==> config.mk <==
export PLATFORM = sky130hd
export DESIGN_NAME = mem_arbiter_flat
export DESIGN_NICKNAME = d
export VERILOG_FILES = /design/src/rtl/mem_arbiter_pkg.sv /design/src/rtl/mem_arbiter_if.sv /design/src/rtl/mem_arbiter_load_align.sv /design/src/rtl/mem_arbiter.sv /design/src/flat_wrapper.sv
export SDC_FILE = /design/constraint.sdc
export NUM_CORES = 1
export LEC_CHECK = 0
export CORE_MARGIN = 10
export CORE_UTILIZATION = 39
export DETAILED_ROUTE_END_ITERATION = 7
export PLACE_DENSITY = 0.75
export SLEW_MARGIN = 10
export SYNTH_ARGS = -nofsm -noshare
export SYNTH_HDL_FRONTEND = slang
export SYNTH_SLANG_ARGS = --single-unit
==> constraint.sdc <==
create_clock -name clk -period 6.2 [get_ports clk]
set_input_delay 0.93 -clock clk [delete_from_list [all_inputs] [get_ports clk]]
set_output_delay 0.93 -clock clk [all_outputs]
set_load 0.03 [all_outputs]
==> src/rtl/mem_arbiter_pkg.sv <==
// Shared types and constants for the fetch / load-store arbiter in front of the SPI memory stage.
package mem_arbiter_pkg;

    localparam int unsigned ADDR_W         = 32;
    localparam int unsigned DATA_W         = 32;
    localparam int unsigned MEM_ADDR_W     = 25;
    localparam int unsigned NUM_BYTES_W    = 3;
    localparam int unsigned RAM_SEL_BIT    = 24;
    localparam int unsigned ADDR_LIMIT_BIT = 25;
    localparam logic [NUM_BYTES_W-1:0] FETCH_BYTES = NUM_BYTES_W'(4);

    typedef enum logic [1:0] {
        SZ_BYTE = 2'b00,
        SZ_HALF = 2'b01,
        SZ_WORD = 2'b10,
        SZ_RSVD = 2'b11
    } ls_size_e;

    typedef enum logic [2:0] {
        ST_IDLE = 3'b001,
        ST_BUSY = 3'b010,
        ST_DONE = 3'b100
    } state_e;

    typedef struct packed {
        logic [MEM_ADDR_W-1:0]  address;
        logic [NUM_BYTES_W-1:0] num_bytes;
        logic                   is_write;
        logic [DATA_W-1:0]      write_value;
    } mem_req_t;

    function automatic logic [NUM_BYTES_W-1:0] size_to_bytes(input ls_size_e size);
        case (size)
            SZ_BYTE: return NUM_BYTES_W'(1);
            SZ_HALF: return NUM_BYTES_W'(2);
            SZ_WORD: return NUM_BYTES_W'(4);
            default: return NUM_BYTES_W'(0);
        endcase
    endfunction

endpackage

==> src/rtl/mem_arbiter_if.sv <==
// Requester ports (fetch + load/store) and SPI memory stage ports of the arbiter.
interface mem_arbiter_if;

    logic        if_req;
    logic [31:0] if_addr;
    logic [31:0] if_data;
    logic        if_done;

    logic        ls_req;
    logic        ls_is_write;
    logic [1:0]  ls_size;
    logic        ls_unsigned;
    logic [31:0] ls_addr;
    logic [31:0] ls_wdata;
    logic [31:0] ls_rdata;
    logic        ls_done;
    logic        ls_fault;

    logic        mem_start;
    logic [2:0]  mem_num_bytes;
    logic [24:0] mem_address;
    logic        mem_is_write;
    logic [31:0] mem_write_value;
    logic        mem_done;
    logic [31:0] mem_data;

    // Arbiter side: serves the requesters and masters the SPI stage.
    modport master (
        input  if_req, if_addr, ls_req, ls_is_write, ls_size, ls_unsigned, ls_addr, ls_wdata,
        input  mem_done, mem_data,
        output if_data, if_done, ls_rdata, ls_done, ls_fault,
        output mem_start, mem_num_bytes, mem_address, mem_is_write, mem_write_value
    );

    modport slave (
        output if_req, if_addr, ls_req, ls_is_write, ls_size, ls_unsigned, ls_addr, ls_wdata,
        output mem_done, mem_data,
        input  if_data, if_done, ls_rdata, ls_done, ls_fault,
        input  mem_start, mem_num_bytes, mem_address, mem_is_write, mem_write_value
    );

endinterface

==> src/rtl/mem_arbiter_load_align.sv <==
// Picks the received bytes from the top of the SPI word and sign/zero-extends them to 32 bits.
module load_align
    import mem_arbiter_pkg::*;
(
    input  logic [DATA_W-1:0] mem_data,
    input  ls_size_e          size,
    input  logic              is_unsigned,
    output logic [DATA_W-1:0] result_c
);

    logic ext_b;
    logic ext_h;

    assign ext_b = ~is_unsigned & mem_data[31];
    assign ext_h = ~is_unsigned & mem_data[31];

    always_comb begin
        result_c = mem_data;
        case (size)
            SZ_BYTE: result_c = {{24{ext_b}}, mem_data[31:24]};
            SZ_HALF: result_c = {{16{ext_h}}, mem_data[31:16]};
            default: result_c = mem_data;
        endcase
    end

endmodule

==> src/rtl/mem_arbiter.sv <==
// Arbitrates instruction fetch and load/store onto a single SPI memory stage; load/store wins ties.
module mem_arbiter
    import mem_arbiter_pkg::*;
(
    input  logic          clk,
    input  logic          rst,
    mem_arbiter_if.master bus
);

    state_e            state_q, state_d;
    mem_req_t          req_q, req_d;
    logic              start_q, start_d;
    logic              grant_ls_q, grant_ls_d;
    ls_size_e          size_q, size_d;
    logic              uns_q, uns_d;
    logic [DATA_W-1:0] if_data_q, if_data_d;
    logic [DATA_W-1:0] ls_rdata_q, ls_rdata_d;
    logic              if_done_q, if_done_d;
    logic              ls_done_q, ls_done_d;
    logic              ls_fault_q, ls_fault_d;

    ls_size_e          ls_size;
    logic              ls_reject;
    logic              if_oob;
    logic [DATA_W-1:0] aligned;

    assign ls_size   = ls_size_e'(bus.ls_size);
    assign ls_reject = (|bus.ls_addr[ADDR_W-1:ADDR_LIMIT_BIT])
                     || (bus.ls_is_write && !bus.ls_addr[RAM_SEL_BIT])
                     || (ls_size == SZ_RSVD);
    assign if_oob    = |bus.if_addr[ADDR_W-1:ADDR_LIMIT_BIT];

    load_align u_load_align (
        .mem_data    (bus.mem_data),
        .size        (size_q),
        .is_unsigned (uns_q),
        .result_c    (aligned)
    );

    // State and every output are registered; reset clears them without waiting for a clock.
    always_ff @(posedge clk or posedge rst) begin
        if (rst) begin
            state_q    <= ST_IDLE;
            req_q      <= '0;
            start_q    <= 1'b0;
            grant_ls_q <= 1'b0;
            size_q     <= SZ_BYTE;
            uns_q      <= 1'b0;
            if_data_q  <= '0;
            ls_rdata_q <= '0;
            if_done_q  <= 1'b0;
            ls_done_q  <= 1'b0;
            ls_fault_q <= 1'b0;
        end else begin
            state_q    <= state_d;
            req_q      <= req_d;
            start_q    <= start_d;
            grant_ls_q <= grant_ls_d;
            size_q     <= size_d;
            uns_q      <= uns_d;
            if_data_q  <= if_data_d;
            ls_rdata_q <= ls_rdata_d;
            if_done_q  <= if_done_d;
            ls_done_q  <= ls_done_d;
            ls_fault_q <= ls_fault_d;
        end
    end

    always_comb begin
        state_d    = state_q;
        req_d      = req_q;
        start_d    = start_q;
        grant_ls_d = grant_ls_q;
        size_d     = size_q;
        uns_d      = uns_q;
        if_data_d  = if_data_q;
        ls_rdata_d = ls_rdata_q;
        if_done_d  = 1'b0;
        ls_done_d  = 1'b0;
        ls_fault_d = 1'b0;

        unique case (state_q)
            ST_IDLE: begin
                if (bus.ls_req) begin
                    grant_ls_d = 1'b1;
                    if (ls_reject) begin
                        state_d    = ST_DONE;
                        ls_done_d  = 1'b1;
                        ls_fault_d = 1'b1;
                        ls_rdata_d = '0;
                    end else begin
                        req_d.address     = bus.ls_addr[MEM_ADDR_W-1:0];
                        req_d.num_bytes   = size_to_bytes(ls_size);
                        req_d.is_write    = bus.ls_is_write;
                        req_d.write_value = bus.ls_wdata;
                        size_d            = ls_size;
                        uns_d             = bus.ls_unsigned;
                        start_d           = 1'b1;
                        state_d           = ST_BUSY;
                    end
                end else if (bus.if_req) begin
                    grant_ls_d = 1'b0;
                    if (if_oob) begin
                        state_d   = ST_DONE;
                        if_done_d = 1'b1;
                        if_data_d = '0;
                    end else begin
                        req_d.address     = bus.if_addr[MEM_ADDR_W-1:0];
                        req_d.num_bytes   = FETCH_BYTES;
                        req_d.is_write    = 1'b0;
                        req_d.write_value = '0;
                        size_d            = SZ_WORD;
                        uns_d             = 1'b1;
                        start_d           = 1'b1;
                        state_d           = ST_BUSY;
                    end
                end
            end
            ST_BUSY: begin
                if (bus.mem_done) begin
                    start_d = 1'b0;
                    state_d = ST_DONE;
                    if (grant_ls_q) begin
                        ls_done_d  = 1'b1;
                        ls_rdata_d = req_q.is_write ? '0 : aligned;
                    end else begin
                        if_done_d = 1'b1;
                        if_data_d = aligned;
                    end
                end
            end
            ST_DONE: state_d = ST_IDLE;
            default: begin
                state_d = ST_IDLE;
                start_d = 1'b0;
            end
        endcase
    end

    assign bus.mem_start       = start_q;
    assign bus.mem_address     = req_q.address;
    assign bus.mem_num_bytes   = req_q.num_bytes;
    assign bus.mem_is_write    = req_q.is_write;
    assign bus.mem_write_value = req_q.write_value;
    assign bus.if_data         = if_data_q;
    assign bus.if_done         = if_done_q;
    assign bus.ls_rdata        = ls_rdata_q;
    assign bus.ls_done         = ls_done_q;
    assign bus.ls_fault        = ls_fault_q;

endmodule

==> src/flat_wrapper.sv <==
// flat-port wrapper written by rule: the top's interface ports become plain ports
module mem_arbiter_flat import mem_arbiter_pkg::*;
  (clk, rst, bus_if_req, bus_if_addr, bus_ls_req, bus_ls_is_write, bus_ls_size, bus_ls_unsigned, bus_ls_addr, bus_ls_wdata, bus_mem_done, bus_mem_data, bus_if_data, bus_if_done, bus_ls_rdata, bus_ls_done, bus_ls_fault, bus_mem_start, bus_mem_num_bytes, bus_mem_address, bus_mem_is_write, bus_mem_write_value);
  mem_arbiter_if bus_i ();
  input  logic clk;
  input  logic rst;
  input wire logic [$bits(bus_i.if_req)-1:0] bus_if_req;
  input wire logic [$bits(bus_i.if_addr)-1:0] bus_if_addr;
  input wire logic [$bits(bus_i.ls_req)-1:0] bus_ls_req;
  input wire logic [$bits(bus_i.ls_is_write)-1:0] bus_ls_is_write;
  input wire logic [$bits(bus_i.ls_size)-1:0] bus_ls_size;
  input wire logic [$bits(bus_i.ls_unsigned)-1:0] bus_ls_unsigned;
  input wire logic [$bits(bus_i.ls_addr)-1:0] bus_ls_addr;
  input wire logic [$bits(bus_i.ls_wdata)-1:0] bus_ls_wdata;
  input wire logic [$bits(bus_i.mem_done)-1:0] bus_mem_done;
  input wire logic [$bits(bus_i.mem_data)-1:0] bus_mem_data;
  output wire logic [$bits(bus_i.if_data)-1:0] bus_if_data;
  output wire logic [$bits(bus_i.if_done)-1:0] bus_if_done;
  output wire logic [$bits(bus_i.ls_rdata)-1:0] bus_ls_rdata;
  output wire logic [$bits(bus_i.ls_done)-1:0] bus_ls_done;
  output wire logic [$bits(bus_i.ls_fault)-1:0] bus_ls_fault;
  output wire logic [$bits(bus_i.mem_start)-1:0] bus_mem_start;
  output wire logic [$bits(bus_i.mem_num_bytes)-1:0] bus_mem_num_bytes;
  output wire logic [$bits(bus_i.mem_address)-1:0] bus_mem_address;
  output wire logic [$bits(bus_i.mem_is_write)-1:0] bus_mem_is_write;
  output wire logic [$bits(bus_i.mem_write_value)-1:0] bus_mem_write_value;
  assign bus_i.if_req = bus_if_req;
  assign bus_i.if_addr = bus_if_addr;
  assign bus_i.ls_req = bus_ls_req;
  assign bus_i.ls_is_write = bus_ls_is_write;
  assign bus_i.ls_size = bus_ls_size;
  assign bus_i.ls_unsigned = bus_ls_unsigned;
  assign bus_i.ls_addr = bus_ls_addr;
  assign bus_i.ls_wdata = bus_ls_wdata;
  assign bus_i.mem_done = bus_mem_done;
  assign bus_i.mem_data = bus_mem_data;
  assign bus_if_data = bus_i.if_data;
  assign bus_if_done = bus_i.if_done;
  assign bus_ls_rdata = bus_i.ls_rdata;
  assign bus_ls_done = bus_i.ls_done;
  assign bus_ls_fault = bus_i.ls_fault;
  assign bus_mem_start = bus_i.mem_start;
  assign bus_mem_num_bytes = bus_i.mem_num_bytes;
  assign bus_mem_address = bus_i.mem_address;
  assign bus_mem_is_write = bus_i.mem_is_write;
  assign bus_mem_write_value = bus_i.mem_write_value;
  mem_arbiter u_core (.clk(clk), .rst(rst), .bus(bus_i));
endmodule
==> Word-level counts from Yosys, hierarchy flattened <==
Index checks and enable logic that the tools add are counted.
W data, S select, Z words.
{ "op_classes": {"n_eq_ne": 20, "mux": 50, "bitwise_logic": 3, "n_reduce_logical": 16} }
{ "ops": {"columns": ["cell", "n"], "rows": [
  ["$mux W32", 10],
  ["$mux W61", 4],
  ["$pmux W32 S2", 3],
  ["$mux W1", 19],
  ["$mux W3", 5],
  ["$ne A2 B2 Y1 const B", 7],
  ["$reduce_or A7 Y1", 2],
  ["$reduce_and A5 Y1", 2],
  ["$ne A3 B3 Y1 const B", 3],
  ["$pmux W3 S3", 1],
  ["$mux W2", 4],
  ["$ne A2 B1 Y1 const B", 3],
  ["$pmux W3 S2", 1],
  ["$reduce_and A6 Y1", 1],
  ["$eq A2 B1 Y1 const B", 2],
  ["$eq A2 B2 Y1 const B", 2],
  ["$logic_not A2 Y1", 2],
  ["$pmux W1 S2", 2],
  ["$reduce_and A2 Y1", 2],
  ["$reduce_and A4 Y1", 1],
  ["$reduce_bool A2 Y1", 2],
  ["$eq A3 B1 Y1 const B", 1],
  ["$eq A3 B2 Y1 const B", 1],
  ["$eq A3 B3 Y1 const B", 1],
  ["6 further kinds", 8]
]} }
{ "word_totals": {"register_bits": 136, "input_bits": 137, "out_inout_bits": 129, "word_cells": 103} }

==> Logic depth before layout (Yosys ltp) <==
Gate-level depths: netlist of run 1.
{ "logic_depth": {"ltp_word": 7, "ltp_mapped": 6, "ltp_nobuf": 4} }

==> Hierarchy <==
From an unflattened synthesis of run 1, not the netlist that was laid out.
{ "hier_totals": {"cells_unflattened": 600, "hier_area_um2": 6586.3} }
{ "by_module_without_submodules": {"columns": ["module", "n_inst", "cells_per_inst", "area_per_inst_um2", "seq_area_each_um2"], "rows": [
  ["mem_arbiter", 1, 530, 6073.3, 3404.5],
  ["load_align", 1, 70, 513.0, 0.0]
]} }

==> Worst setup path after synthesis of run 1 <==
No wires, ideal clock.
{ "synth_timing": {"path_kind": "input-to-reg", "from": "in bus_if_addr[27]", "to": "reg u_core.if_data_q[10], in the netlist u_core.bus.if_data[10]", "setup_time_ps": 125, "arrival_time_ps": 2271, "required_time_ps": 6075, "setup_slack_ps": 3805, "cell_stages": 5, "n_path_buf": 1, "path_cell_list": "nor4_1 a21boi_0 o211ai_2 buf_4 mux2_2"} }
{ "synth_between": {"elab_chain_len": 3} }
{ "synth_lines": {"columns": ["item", "line_no", "text"], "rows": [
  ["start, declared", "flat_wrapper.sv:8", "input wire logic [$bits(bus_i.if_addr)-1:0] bus_if_addr;"],
  ["$reduce_or A7 Y1", "mem_arbiter.sv:31", "assign if_oob = |bus.if_addr[ADDR_W-1:ADDR_LIMIT_BIT];"],
  ["$ne A2 B1 Y1 (no line)", null, null],
  ["$reduce_and A6 Y1 (no line)", null, null],
  ["end signal, assigned", "mem_arbiter.sv:61", "if_data_q <= if_data_d;"],
  ["end, declared", "mem_arbiter.sv:16", "logic [DATA_W-1:0] if_data_q, if_data_d;"]
]} }
Every way passes these cells.
A chain may end at the register's enable or synchronous reset.

==> Final worst setup path of run 1 <==
{ "layout_timing": {"from": "in bus_ls_is_write", "to": "reg u_core.state_q[1]"} }
{ "layout_between": {"elab_chain_len": 6} }
{ "layout_lines": {"columns": ["item", "line_no", "text"], "rows": [
  ["start, declared", "flat_wrapper.sv:10", "input wire logic [$bits(bus_i.ls_is_write)-1:0] bus_ls_is_write;"],
  ["$logic_and A1 B1 Y1", "mem_arbiter.sv:29", "|| (bus.ls_is_write && !bus.ls_addr[RAM_SEL_BIT])"],
  ["$logic_or A1 B1 Y1", "mem_arbiter.sv:29", null],
  ["$logic_or A1 B1 Y1", "mem_arbiter.sv:30", "|| (ls_size == SZ_RSVD);"],
  ["$mux W3", "mem_arbiter.sv:86", "if (ls_reject) begin"],
  ["$mux W3", "mem_arbiter.sv:84", "if (bus.ls_req) begin"],
  ["$pmux W3 S2", "mem_arbiter.sv:82", "unique case (state_q)"],
  ["end signal, assigned", "mem_arbiter.sv:55", "state_q <= state_d;"],
  ["end, declared", "mem_arbiter.sv:10", "state_e state_q, state_d;"]
]} }
Every way passes these cells.

==> results.txt, run 1 <==
WL per Instance -> 21.47 um
Largest net degree at the start of global routing -> 76
Status -> complete, no violations
CP cell instances -> clkdlybuf4s50_1 > inv_1 > o21ai_0 > o31a_2 > buf_4 > o21ai_0
Unique masters post-synth -> 42
Sequential area share after synthesis -> 55.27%
Vias -> 5082
Top_reg_cell synth -> dfrtp_1
Post_cts resized -> 0
Worst Tran Pin Value -> 1167 ps
HPWL after DPL -> 16130 um
Hold crit path type -> flip-flop to flip-flop
Core Rows -> 45
Port Buffer Count -> 265
Post-CTS Hold Buffers -> 0
Mapped Nets -> 644
Critical Path RT -> 6470 ps
DIE AREA -> 21220 um2
Final Hold Viols -> 0
Starting Density -> 40.22%
Switch share -> 27.72%
Max Clock Freq -> 302.1 MHz
Post-CTS Setup Bufs -> 0
Final Cell Area -> 9538 um2
Layout cells sized above 1 -> 19.87%
Clk buf depth -> 2
Max IR drop VDD -> 0.1875 mV
Synth warnings -> 0
Final Wtd Congestion -> 0.8362
Slew HR -> 21.85%
Core Area -> 15310 um2
Clock Skews -> 9.597 ps
Post-DRT Antenna Nets -> 0
Critical Path AT -> 3580 ps
# IOs -> 266
Yosys reg bits -> 136
Final setup fails -> 0
Post-route minimum period -> 3311 ps
Critical path's largest stage delay -> 910 ps
Worst-path clk slew -> 60 ps
Critical path class -> input pin to flip-flop
Post-synthesis cell count -> 507
DP Area -> 8951 um2
Die width -> 145.7 um
Register share of total power -> 40.0%
RSZ-0062 raised after global routing -> false
Lkg Pwr -> 4.239 nW
Pre-antenna DRT Iters -> 4
Clk sinks -> 136
1st-iter DRT viols -> 280
# nets final -> 899
CTS tree -> yes
Setup TNS -> 0 ps
Initial antenna violation count -> 3
Vias in the first global route -> 5529
Worst path slowest cell -> o31a_2
Max-Cap Viols -> 0
Multi-input gate area -> 2482 um2
Slew Viols, Final -> 0
Period utilization -> 53.40%
Post-synthesis average cell area -> 12.15 um2
Die Y -> 145.7 um
Crit end category -> flip-flop
All-Layer GR Usage -> 19.80%
PnR worst setup slack -> 2889 ps
First-pass GRT wire length -> 33240 um
CTS Root Cell -> clkbuf_16
Startpoint types -> input pin
Pre-CTS setup slack -> 2436 ps
Clk_lat worst skew -> 420 ps
Fillers -> 1216
Internal -> 1.758 mW
Vias/cell -> 5.139
EDFF count, synth -> 0
Peak fanout along the critical path -> 41
Final wirelength -> 21230 um
Drt drc -> 0
Total gr overflow -> 0
FF/Latch Area -> 3405 um2
Logic pwr share -> 19.2%
Area Overhead vs Synth -> 54.84%
Post-Syn Area -> 6160 um2
Min Hold Slack -> 500.6 ps
P_sw -> 0.6741 mW
Power Dens Cells -> 255.0 nW/um2
Part of the power in the clock network -> 40.8%
Num CTS Buffers -> 17
Maximum level of the CTS H-tree -> 4
Async set-or-reset flop fraction in the synthesized netlist -> 100.0%
CP most frequent cell -> o21ai_0
-- synthesized netlist by cell type (3+ instances only) --
cell / n / area, um2
buf_4: 4 / 30.03
buf_6: 4 / 45.04
a211oi_1: 9 / 67.56
nand2_1: 15 / 56.30
a22oi_1: 3 / 22.52
o21ai_0: 4 / 20.02
nor3_1: 11 / 55.05
mux2_2: 104 / 1171
buf_2: 12 / 60.06
nor2b_1: 9 / 56.30
mux2i_1: 7 / 70.07
clkbuf_1: 13 / 48.80
a22o_1: 35 / 306.5
nor2_1: 60 / 225.2
nor4_1: 12 / 75.07
a221oi_1: 7 / 61.31
inv_1: 25 / 93.84
a21oi_1: 9 / 45.04
dfrtp_1: 135 / 3378
o211ai_1: 3 / 22.52
-- cell type report --
class | instances | share of cell area, %
multi-input combinational | 310 | 26.03
clock buffer | 17 | 4.460
antenna | 3 | 0.07871
sequential | 136 | 35.69
clock inverter | 15 | 1.614
tap | 211 | 2.768
inverter | 26 | 1.076
timing repair buffer | 271 | 28.28
-- layer usage --
metal,share of wire [%],GRT usage (%)
met2,47,31.89
met4,1.3,5.258
met3,12,9.997
met5,0.061,0
met1,40,22.77
-- final timing paths --
kind	from	end	slack [ps]	cells past startpoint
worst min-delay path	u_core.bus.mem_write_value[24]	u_core.bus.mem_write_value[24]	500	1
max in group asynchronous	rst	u_core.bus.ls_rdata[5]	3880	3
worst max register to register	u_core.size_q[1]	u_core.bus.ls_rdata[15]	3450	4
min in group asynchronous	rst	u_core.bus.mem_write_value[22]	1020	2
worst min register to register	u_core.bus.mem_write_value[24]	u_core.bus.mem_write_value[24]	500	1
worst max-delay path	bus_ls_is_write	u_core.state_q[1]	2890	6
-- state kept, by name, indices dropped and copies added, names as in the netlist --
name and cells:
u_core.bus.if_data 32, u_core.bus.if_done 1, u_core.bus.ls_done 1, u_core.bus.ls_fault 1
u_core.bus.ls_rdata 32, u_core.bus.mem_address 25, u_core.bus.mem_is_write 1, u_core.bus.mem_num_bytes 3
u_core.bus.mem_start 1, u_core.bus.mem_write_value 32, u_core.grant_ls_q 1, u_core.size_q 2
u_core.state_q 3, u_core.uns_q 1
-- power by group through the flow --
stage                     logic, mW  clock network, mW  registers [mW]
after floorplan               0.204                  0            1.05
after global placement        0.465                  0           0.986
after detailed placement      0.471                  0           0.988
after CTS                     0.474               1.00           0.974
after global routing          0.501               1.05           0.981
final                         0.467              0.991           0.974
-- critical path: cells and delay by family --
| family | cells | cell delay [ps] |
|---|---|---|
| AOI/OAI and AO/OA | 3 | 1640 |
| buffers and inverters | 3 | 990 |
-- through the flow --
stage / instances / total power [mW] / util [%]
floorplan: 507 / 1.250 / -
global placement: 954 / 1.451 / 58.45
detailed placement: 954 / 1.459 / 58.45
CTS: 986 / 2.451 / 62.23
global route: 986 / 2.530 / 62.23
finish: 989 / 2.432 / 62.28
-- kinds of logic (layout without fill, tap and decap cells) --
family | after synthesis | count (layout) | share of synthesized area (%)
buffers and inverters | 61 | 329 | 4.692
and+or+nand+nor | 116 | 116 | 8.958
muxes | 114 | 114 | 20.82
other | 0 | 3 | 0
DFF | 136 | 136 | 55.27
AOI/OAI and AO/OA | 80 | 80 | 10.26
-- cell usage in the layout (no fill, tap or decap), types with 2 or more instances in the layout --
cell	count
diode_2	3
inv_1	24
clkinv_4	3
clkinvlp_4	4
o21ai_0	4
a21oi_1	9
or3b_2	2
a221oi_1	7
nand2_1	15
nor2b_1	9
nor3_1	10
clkbuf_16	17
clkdlybuf4s50_1	265
mux2_4	2
a22oi_1	3
a211oi_1	9
nor2_1	60
inv_6	3
buf_4	6
dfrtp_1	135
nor4_1	12
clkinv_2	4
o21bai_1	2
o211ai_1	3
bufinv_16	2
mux2i_1	7
mux2_2	104
a22o_1	35
(Power assumes the default switching activity.)
==> run 2, diff against run 1 <==
PLACE_DENSITY = 0.78   (was 0.75)
clock period = 3 ns   (was 6.2 ns; I/O delays follow)
==> run 2 against run 1 <==
Utilization grew 0.63 points. Via count is essentially flat. First-iteration DRC count is 5.0% lower. Sequential cell count unchanged. Largest cell class unchanged. Non-clock buffer count grew 7. Setup slack worse by 2200 ps. Critical path depth is 5 lower. Sequential power grew 110%. Die area unchanged. Final cell count rose by 0.40%. Count of clock-buffer cells in the layout stayed put. Worst hold slack got worse by 4.3 ps.
==> results.txt, run 2 (synthesis gave the netlist of run 1 again) <==
Final Util -> 62.91%
Critical path's top delay family -> buffers and inverters
Area Overhead vs Synth -> 56.41%
Worst-path clk slew -> 60 ps
Fillers -> 1178
Pre-antenna DRT Iters -> 4
Diode count -> 0
HPWL after DPL -> 15940 um
Max IR drop VDD -> 0.3614 mV
Maximum level of the CTS H-tree -> 4
Max-Cap Viols -> 0
Worst path slowest cell -> clkdlybuf4s50_1
Final Wtd Congestion -> 0.8543
CTS Root Cell -> clkbuf_16
Lkg Pwr -> 4.277 nW
Critical Path AT -> 1890 ps
Post-CTS Hold Buffers -> 0
WL per Instance -> 21.00 um
Clk buf depth -> 2
Min Hold Slack -> 496.3 ps
Slew HR -> 43.75%
CTS tree -> yes
Total gr overflow -> 0
RSZ-0062 raised after global routing -> false
DIE AREA -> 21220 um2
Post-route minimum period -> 2337 ps
PnR worst setup slack -> 663.1 ps
Power Dens Cells -> 530.4 nW/um2
Initial antenna violation count -> 0
Final setup fails -> 0
Pre-CTS setup slack -> 315.0 ps
Drt drc -> 0
# IOs -> 266
Clk sinks -> 136
Die width -> 145.7 um
Peak fanout along the critical path -> 12
Slew Viols, Final -> 0
Vias in the first global route -> 5767
Max Clock Freq -> 427.9 MHz
Clock Skews -> 5.603 ps
1st-iter DRT viols -> 266
Post-DRT Antenna Nets -> 0
Core Area -> 15310 um2
Status -> complete, no violations
Starting Density -> 40.22%
Num CTS Buffers -> 17
Core Rows -> 45
Critical path's largest stage delay -> 790 ps
CP cell instances -> clkdlybuf4s50_1
First-pass GRT wire length -> 32810 um
Post-CTS Setup Bufs -> 0
Setup TNS -> 0 ps
Critical Path RT -> 2550 ps
Commonest cells after routing, fill and taps aside -> 265 x clkdlybuf4s50_1, 135 x dfrtp_1, 104 x mux2_2
Die Y -> 145.7 um
Final Hold Viols -> 0
Commonest non-fill, non-tap cell in the layout -> clkdlybuf4s50_1
# nets final -> 906
Port Buffer Count -> 265
Period utilization -> 77.90%
Post_cts resized -> 0
Worst Path Buf+Inv -> 1
All-Layer GR Usage -> 19.36%
Clk_lat worst skew -> 410 ps
Worst Tran Pin Value -> 838.6 ps
Layout cells sized above 1 -> 20.59%
Largest net degree at the start of global routing -> 102
Critical path class -> flip-flop to output pin
Final wirelength -> 20850 um
Vias -> 5083
Hold crit path type -> flip-flop to flip-flop
Vias/cell -> 5.119
Startpoint types -> flip-flop
Crit end category -> output pin
==> run 2: changes by cell type in the layout (fill, tap and decap cells not counted) <==
| cell | before | now |
|---|---|---|
| clkinv_4 | 3 | 1 |
| clkinv_2 | 4 | 0 |
| diode_2 | 3 | 0 |
| inv_8 | 0 | 1 |
| buf_4 | 6 | 10 |
| inv_6 | 3 | 5 |
| buf_12 | 0 | 3 |
| clkinvlp_4 | 4 | 7 |
==> run 2: layout make-up <==
type	instances	area, um2	share of cell area, %
clock inverter	15	168.9	1.753
inverter	26	101.3	1.052
multi-input combinational	310	2482	25.77
clock buffer	17	425.4	4.416
timing repair buffer	278	2788	28.94
tap	211	264.0	2.740
sequential	136	3405	35.34
==> run 2: worst paths after layout <==
check                      slack [ps]                    start                 endpoint  depth (start not counted)
min reg2reg                       500        u_core.grant_ls_q        u_core.grant_ls_q                          2
min in group asynchronous         540                      rst  u_core.bus.ls_rdata[14]                          3
max reg2reg                       780         u_core.size_q[1]  u_core.bus.ls_rdata[15]                          5
min                               500        u_core.grant_ls_q        u_core.grant_ls_q                          2
max in group asynchronous        2030                      rst        u_core.state_q[1]                          3
max                               660  u_core.bus.mem_is_write         bus_mem_is_write                          1
==> run 2: metal layers <==
layer	GRT usage, %	vias up	wire (um)
li1	-	2332	-
met1	22.04	2504	8314
met2	32.28	231	10300
met3	8.817	16	2045
met4	4.853	0	190
met5	0	-	0
==> run 2: through the flow <==
stage	power (mW)	instances	instance area, um2
global placement	3.026	961	9040
floorplan	2.585	507	6163
global route	5.302	993	9634
finish	5.110	993	9634
CTS	5.160	993	9634
detailed placement	3.051	961	9040
==> run 2: report_power, final <==
group	internal, mW	switching (mW)	leakage [nW]
logic	0.502	0.507	2.14
clock network	1.24	0.855	0.271
registers	1.93	0.0713	1.87
total	3.68	1.43	4.28
